`src/rtl/cdr_loop_filter.sv`:
```
// CDR digital loop filter: decimates bang-bang phase-detector votes, then drives a
// proportional + integral path onto a wrapping phase-interpolator code and flags lock.
module cdr_loop_filter #(
    parameter int DEC     = 8,
    parameter int KP      = 4,
    parameter int KI      = 1,
    parameter int INT_W   = 12,
    parameter int FRAC    = 4,
    parameter int PI_W    = 7,
    parameter int LOCK_TH = 2,
    parameter int LOCK_N  = 4
) (
    input  logic               clk,
    input  logic               rst,
    input  logic               en,
    input  logic [1:0]         decision,
    output logic [PI_W-1:0]    pi_code,
    output logic               pi_valid,
    output logic [INT_W-1:0]   freq_int,
    output logic               lock
);

    localparam int unsigned CNT_W = (DEC > 1) ? $clog2(DEC) : 1;
    localparam int unsigned SUM_W = $clog2(DEC + 1) + 1;
    localparam int unsigned LCK_W = $clog2(LOCK_N + 1);
    // Wide enough that gain terms, integrator and step never overflow before wrap/saturation.
    localparam int unsigned ACC_W = INT_W + PI_W + 34;

    localparam logic signed [ACC_W-1:0] FREQ_MAX = (ACC_W'(1) <<< (INT_W - 1)) - ACC_W'(1);
    localparam logic signed [ACC_W-1:0] FREQ_MIN = -(ACC_W'(1) <<< (INT_W - 1));

    logic        [CNT_W-1:0] win_cnt;
    logic signed [SUM_W-1:0] win_sum;
    logic        [LCK_W-1:0] lock_cnt;

    logic signed [SUM_W-1:0] vote;
    logic signed [SUM_W-1:0] tot;
    logic        [SUM_W-1:0] tot_abs;
    logic                    tot_pos;
    logic                    tot_neg;
    logic                    last;
    logic                    balanced;

    logic signed [ACC_W-1:0] ki_term;
    logic signed [ACC_W-1:0] kp_term;
    logic signed [ACC_W-1:0] freq_sum;
    logic signed [ACC_W-1:0] freq_new;
    logic signed [ACC_W-1:0] step;
    logic        [PI_W-1:0]  pi_next;
    logic        [LCK_W-1:0] lock_cnt_next;

    // Vote decode: early +1, late -1, anything else abstains.
    always_comb begin
        vote = '0;
        case (decision)
            2'b11:   vote = SUM_W'(1);
            2'b01:   vote = -SUM_W'(1);
            default: vote = '0;
        endcase
    end

    // Window total, sign, and the proportional/integral update for a completing window.
    always_comb begin
        last     = en && (win_cnt == CNT_W'(DEC - 1));
        tot      = win_sum + vote;
        tot_neg  = tot[SUM_W-1];
        tot_pos  = !tot_neg && (tot != '0);
        tot_abs  = tot_neg ? SUM_W'(-tot) : SUM_W'(tot);
        balanced = int'(tot_abs) <= LOCK_TH;

        ki_term = '0;
        kp_term = '0;
        if (tot_pos) begin
            ki_term = ACC_W'(KI);
            kp_term = ACC_W'(KP);
        end else if (tot_neg) begin
            ki_term = -ACC_W'(KI);
            kp_term = -ACC_W'(KP);
        end

        freq_sum = ACC_W'($signed(freq_int)) + ki_term;
        if (freq_sum > FREQ_MAX) begin
            freq_new = FREQ_MAX;
        end else if (freq_sum < FREQ_MIN) begin
            freq_new = FREQ_MIN;
        end else begin
            freq_new = freq_sum;
        end

        step    = kp_term + (freq_new >>> FRAC);
        pi_next = pi_code + PI_W'(step);
    end

    // Lock counter saturates at LOCK_N on balanced windows, clears on any unbalanced one.
    always_comb begin
        lock_cnt_next = '0;
        if (balanced) begin
            if (lock_cnt == LCK_W'(LOCK_N)) begin
                lock_cnt_next = lock_cnt;
            end else begin
                lock_cnt_next = lock_cnt + LCK_W'(1);
            end
        end
    end

    always_ff @(posedge clk) begin
        if (rst) begin
            win_cnt  <= '0;
            win_sum  <= '0;
            lock_cnt <= '0;
            pi_code  <= '0;
            pi_valid <= 1'b0;
            freq_int <= '0;
            lock     <= 1'b0;
        end else begin
            pi_valid <= last;
            if (last) begin
                win_cnt  <= '0;
                win_sum  <= '0;
                freq_int <= INT_W'(freq_new);
                pi_code  <= pi_next;
                lock_cnt <= lock_cnt_next;
                lock     <= (lock_cnt_next == LCK_W'(LOCK_N));
            end else if (en) begin
                win_cnt <= win_cnt + CNT_W'(1);
                win_sum <= tot;
            end
        end
    end

endmodule

```
`config.mk`:
```
export PLATFORM = sky130hd
export DESIGN_NAME = cdr_loop_filter
export DESIGN_NICKNAME = d
export VERILOG_FILES = /design/src/rtl/cdr_loop_filter.sv
export SDC_FILE = /design/constraint.sdc
export NUM_CORES = 1
export LEC_CHECK = 0
export ABC_AREA = 1
export CAP_MARGIN = 20
export CORE_MARGIN = 1.5
export CORE_UTILIZATION = 38
export CTS_CLUSTER_SIZE = 12
export DETAILED_ROUTE_END_ITERATION = 10
export GPL_ROUTABILITY_DRIVEN = 0
export MAX_ROUTING_LAYER = met4
export PLACE_DENSITY = 0.58
export SLEW_MARGIN = 5
export SYNTH_ARGS = -nofsm -noshare
export SYNTH_HDL_FRONTEND = slang
export SYNTH_SLANG_ARGS = --single-unit
```
`constraint.sdc`:
```
create_clock -name clk -period 9.7 [get_ports clk]
set_input_delay 1.94 -clock clk [delete_from_list [all_inputs] [get_ports clk]]
set_output_delay 1.94 -clock clk [all_outputs]
set_load 0.1 [all_outputs]
```
=== After elaboration in Yosys (flattened, before gate mapping) ===
Cells that the tools add are included.

* Add/sub/neg operators: 7
* Order comparisons: 3
* Equality and inequality tests: 5
* Mux-type cells: 10
* Reduce and logical (&&, ||, !) cells: 5

{| class="wikitable"
|+ Operator list
! operator !! number
|-
| $mux 53 || 2
|-
| $add 12x53->53 || 1
|-
| $gt 53x12->1 const B || 1
|-
| $lt 53x12->1 const B || 1
|-
| $mux 12 || 2
|-
| $add 7x7->7 || 2
|-
| $mux 7 || 2
|-
| $pmux 5 s2 || 1
|-
| $eq 3x3->1 const B || 3
|-
| $add 3x1->3 const B || 2
|-
| $mux 3 || 2
|-
| $add 5x5->5 || 1
|-
| $le 5x2->1 const B || 1
|-
| $mux 5 || 1
|-
| $neg 5->5 || 1
|-
| $reduce_bool 5->1 || 1
|-
| $eq 2x1->1 const B || 1
|-
| $eq 2x2->1 const B || 1
|-
| $logic_and 1x1->1 || 2
|-
| $reduce_or 2->1 || 1
|-
| $logic_not 1->1 || 1
|}

* Register bits after elaboration: 32
* Bits of input ports: 5
* Output and inout bits: 21
* Word-level logic and storage cells: 37

=== Logic depth before layout (Yosys ltp) ===
Gate-level depths: netlist of run 1.

* Depth after elaboration: 12
* Mapped depth: 52
* Depth with buffers taken out: 51

=== Least setup slack after synthesis of run 1 ===
Ideal clock, no wire load.

* Path type: input-to-reg
* Start point: input decision[1]
* End point: register pi_code[6]
* Setup time: 115 ps
* Arrival time: 7569 ps
* Path slack: 2017 ps
* Stages: 49
* Buffers on the path: 1
* Path through: inv_2 > nand2_2 > inv_1 > or2_2 > nand2_1 > inv_1 > ha_1 > inv_1 > nand2_1 > nand4_2 > nand3_2 > nand2_4 > buf_6 > nand4_1 > ha_1 > ha_1 > inv_1 > nand2_1 > [13 not listed] > nand3_2 > nand2_4 > inv_4 > o21ai_2 > fa_1 > ha_1 > a21oi_1 > inv_1 > a31oi_1 > inv_1 > nand2_1 > nand2_1 > a21oi_1 > xor2_1 > xor2_1 > nand3_2 > nand3_2 > nand2_2

* Word-level cells in the longest chain between the ends: 12
* Elaborated cells between the ends (all ways): 18
* Classes of those cells: add/sub: 4; order compare: 2; eq/ne: 2; mux: 7; reduce/logical: 3

{| class="wikitable"
|+ RTL lines
! what !! RTL line !! RTL
|-
| start, declared || 16 || <nowiki>input logic [1:0] decision,</nowiki>
|-
| $eq 2x1->1 / $eq 2x2->1 (equally long branches) || 55 || <nowiki>case (decision)</nowiki>
|-
| $pmux 5 s2 * || 55 ||
|-
| $add 5x5->5 * || 65 || <nowiki>tot = win_sum + vote;</nowiki>
|-
| $reduce_bool 5->1 / $logic_not 1->1 (equally long branches) || 67 || <nowiki>tot_pos = !tot_neg && (tot != '0);</nowiki>
|-
| $logic_and 1x1->1 || 67 ||
|-
| $mux 53 * || 73 || <nowiki>if (tot_pos) begin</nowiki>
|-
| $add 12x53->53 * || 81 || <nowiki>freq_sum = ACC_W'($signed(freq_int)) + ki_term;</nowiki>
|-
| $lt 53x12->1 || 84 || <nowiki>end else if (freq_sum < FREQ_MIN) begin</nowiki>
|-
| $mux 12 || 84 ||
|-
| $mux 12 * || 82 || <nowiki>if (freq_sum > FREQ_MAX) begin</nowiki>
|-
| named net freq_new[6] || 47 || <nowiki>logic signed [ACC_W-1:0] freq_new;</nowiki>
|-
| $add 7x7->7 * || 90 || <nowiki>step = kp_term + (freq_new >>> FRAC);</nowiki>
|-
| $add 7x7->7 * || 91 || <nowiki>pi_next = pi_code + PI_W'(step);</nowiki>
|-
| end signal, assigned || 121 || <nowiki>pi_code <= pi_next;</nowiki>
|-
| end, declared || 17 || <nowiki>output logic [PI_W-1:0] pi_code,</nowiki>
|}

Mark *: on every way through the listed nets, which the timed path passes. The rest lies on a longest branch.
A chain may end at the register's enable or synchronous reset.

=== Final worst setup path of run 1 ===
* Start point: input decision[0]
* End point: register pi_code[6]

The elaborated chain is that of the path after synthesis.

==> results of run 1 <==
## metrics by stage
step	hold WS (ns)	instances	total power, mW	util
6_report	0.470	582	0.436	0.439
3_3_place_gp	0.448	575	0.339	0.429
5_1_grt	0.496	582	0.472	0.439
4_1_cts	0.473	582	0.441	0.439
3_5_place_dp	0.461	575	0.339	0.429
2_1_floorplan	0.443	453	0.310	-
## registers in the layout (all words and copies together), names as in the netlist
name,flops
win_cnt,3
lock_cnt,3
win_sum,5
pi_code,7
freq_int,12
pi_valid,1
lock,1
## per-layer routing
| layer | routed length [um] | vias to the layer above |
|---|---|---|
| met5 | 0 | - |
| met4 | 112 | 0 |
| met3 | 296 | 9 |
| met2 | 3620 | 64 |
| met1 | 3580 | 1348 |
| li1 | - | 1535 |
## worst reg2reg max path, delay by kind of cell, from the launching register on
family	cells	cell delay (ns)
adders and majority gates	6	1.63
buffers and inverters	7	0.45
xor gates and xnor gates	2	0.41
AOI/OAI and AO/OA	4	0.60
DFF	1	0.34
and+or+nand+nor	27	3.09
## cells by family (layout without fill, tap and decap cells)
logic type | after synthesis | count (layout) | synth area share
buf+inv | 74 | 98 | 0.104
simple gates | 227 | 227 | 0.372
compound gates | 70 | 70 | 0.143
xor+xnor | 18 | 18 | 0.0515
flops | 32 | 32 | 0.200
fa+ha+maj | 32 | 32 | 0.130
## path summary, 6_finish.rpt
kind | to | slack, ns | start
worst max-delay path | pi_code[6] | 1.13 | decision[0]
worst min-delay path | win_sum[0] | 0.47 | win_sum[0]
worst max register to register | pi_code[6] | 3.13 | win_sum[1]
worst min register to register | win_sum[0] | 0.47 | win_sum[0]
## cells in the mapped netlist (all sizes together) (2+ instances only)
| cell | n | area (um2) |
|---|---|---|
| o22ai | 4 | 25.0 |
| nor4 | 2 | 12.5 |
| nand2 | 154 | 741 |
| o21bai | 2 | 15.0 |
| o41ai | 8 | 70.1 |
| fa | 2 | 40.0 |
| o211ai | 4 | 30.0 |
| xnor2 | 3 | 26.3 |
| o21ai | 28 | 166 |
| nand4 | 5 | 37.5 |
| nand3 | 35 | 230 |
| a22o | 3 | 26.3 |
| nor2 | 24 | 123 |
| a21oi | 17 | 96.4 |
| buf | 6 | 76.3 |
| nor3 | 3 | 20.0 |
| a31oi | 2 | 12.5 |
| nand3b | 3 | 22.5 |
| dfxtp | 32 | 641 |
| ha | 30 | 375 |
| inv | 65 | 247 |
| clkbuf | 3 | 11.3 |
| xor2 | 15 | 139 |
## report_power, final
part           internal, mW  total [mW]  leakage [nW]  switching (mW)
clock                0.0485      0.0984        0.0400          0.0499
sequential            0.134       0.136         0.259         0.00207
combinational        0.0701       0.201          1.41           0.131
total                 0.253       0.436          1.71           0.183
## final cells by class
type	instances	share of cell area
multi-input combinational	347	0.622
clock buffer	5	0.0192
sequential	32	0.178
timing repair buffer	26	0.0718
tap	105	0.0366
inverter	65	0.0687
clock inverter	2	0.00349
==> results by group, run 1 <==
Status
  – Status: completed

Clock network
  – Clock Path Buffers: 2
  – Cts hold-fix bufs: 0
  – Post-cts sizing count: 0
  – Reg clk slew, reported paths: around 0.07 ns
  – Num Clock Sinks: 32
  – CTS Root Cell: clkbuf_8
  – Postcts setup bufs: 0
  – CTS buffer count: 5
  – TritonCTS clock tree: done
  – Clock Latency Late Sink: 0.28 ns
  – H-tree level count: 2

Drt
  – WL final: about 7.6 mm
  – Post-route ant nets: 0
  – Initial DRT Pass Iterations: 5
  – DRC: 0
  – DR iter-0 viols: about 130
  – DR WL/cell: 13.1 um
  – Vias/cell: 5.08
  – Routed vias: slightly below 3000

Synthesis
  – Yosys warns: 0
  – Main synth FF type: dfxtp_1
  – Asr flop ratio synth: 0
  – Synth unique cells: 42
  – Syn Inst Count: around 450
  – Synth Register Bits: 32
  – Sequential cell area fraction in the yosys report: 0.200
  – Number of synthesized flops with an enable pin: 0
  – Syn nets: 490
  – Synthesized cell area: between 3000 and 4000 um2
  – Syn avg cell area: between 7 and 8 um2

Cells and area
  – Final std cell area, no fill: roughly 3600 um2
  – Final nets: 514
  – Area Overhead vs Synth: 11.9%
  – Ratio of cells with drive above 1 in the final layout: 0.187
  – Commonest cells after routing, fill and taps aside: 113 x nand2_1, 57 x inv_1, 32 x dfxtp_1
  – Multi-input gate area: roughly 2200 um2
  – Most common cell after layout, fill and taps aside: nand2_1
  – Area occupied by registers: approximately 640 um2
  – # fillers: 880
  – Diode count: 0

Placement
  – PortBufs: 25
  – DP Worst Slack: between 0.8 and 0.9 ns
  – Area post-placement: roughly 3500 um2
  – HPWL Detailed: a little under 6 mm

Critical path
  – Crit start category: input pin
  – Slowest CP cell: fa_1
  – Delay-heaviest family, CP: simple AND/OR/NAND/NOR gates
  – Worst Path Arrival: 8.80 ns
  – Crit Path Class: in -> reg
  – Worst reg-to-reg path cell count: 46
  – Worst setup EP type: register
  – Worst Path Buf+Inv: 9
  – CP Depth: 49
  – CP max stage delay: around 0.50 ns
  – Worst-path fanout max: 18
  – CP Data Required Time: slightly below 10 ns
  – Most common cell on crit path: nand2_1

STA
  – Worst Max-Slew Pin Slew: a little under 1 ns
  – Fmax: about 120 MHz
  – Final Hold Viols: 0
  – Tmin final: 8.57 ns
  – Slew Limit Fails: 0
  – Clock Skews: ~0.0080 ns
  – Setup ws final: about 1.1 ns
  – Final setup violation count: 0
  – RSZ-0062 raised after global routing: false
  – Worst slew margin: 0.336
  – Crit share post-route: 0.883
  – Final TNS setup: 0 ns

Global route
  – Number of antenna violations at the first check in global routing: 0
  – Met3 Usage GRT: 0.0225
  – GRT overflow: 0
  – GRT busiest layer: met2
  – Largest net degree at the start of global routing: 22
  – Met1 Usage GRT: 0.231
  – Number of global-route vias before repair: 2747
  – GRT Overall Usage: 0.180
  – First-pass GRT wire length: approximately 12 mm
  – Global Route met2 Usage: 0.293

Floorplan
  – Die W: 94.9 um
  – Die Ht: roughly 95 um
  – Initial Util: 0.392
  – IO Pins: 26
  – Core Rows: 33
  – Core area: approximately 8200 um2
  – DIE AREA: between 8000 and 9000 um2

Flow run
  – Max_cap viols: 0

Power
  – Peak supply drop: 0.0957 mV
  – LEAKAGE: between 1.5 and 2 nW
  – Total power per unit cell area: about 120 nW/um2

Min path
  – Worst hold path class: reg -> reg
  – Hold Crit Depth: 2
Power figures use the tool's default switching activity.
==> run 2, diff against run 1 <==
Settings changed: CTS_CLUSTER_DIAMETER from default to 60.
==> results of run 2 <==
Same layout as run 1: the final DEF is identical, and so are final timing and power.
==> run 3, diff against run 2 <==
--- a/config.mk
+++ b/config.mk
@@ -8,3 +8,2 @@
 export ABC_AREA = 1
-export CAP_MARGIN = 20
 export CORE_MARGIN = 1.5
--- a/constraint.sdc
+++ b/constraint.sdc
@@ -3,2 +3,2 @@
 set_output_delay 1.94 -clock clk [all_outputs]
-set_load 0.1 [all_outputs]
+set_load 0.005 [all_outputs]
==> results of run 3 <==
Same layout as run 1 (identical final DEF). Status: completed.
Main changes from that run: worst IR drop on VDD 0.0957 mV -> 0.0956 mV
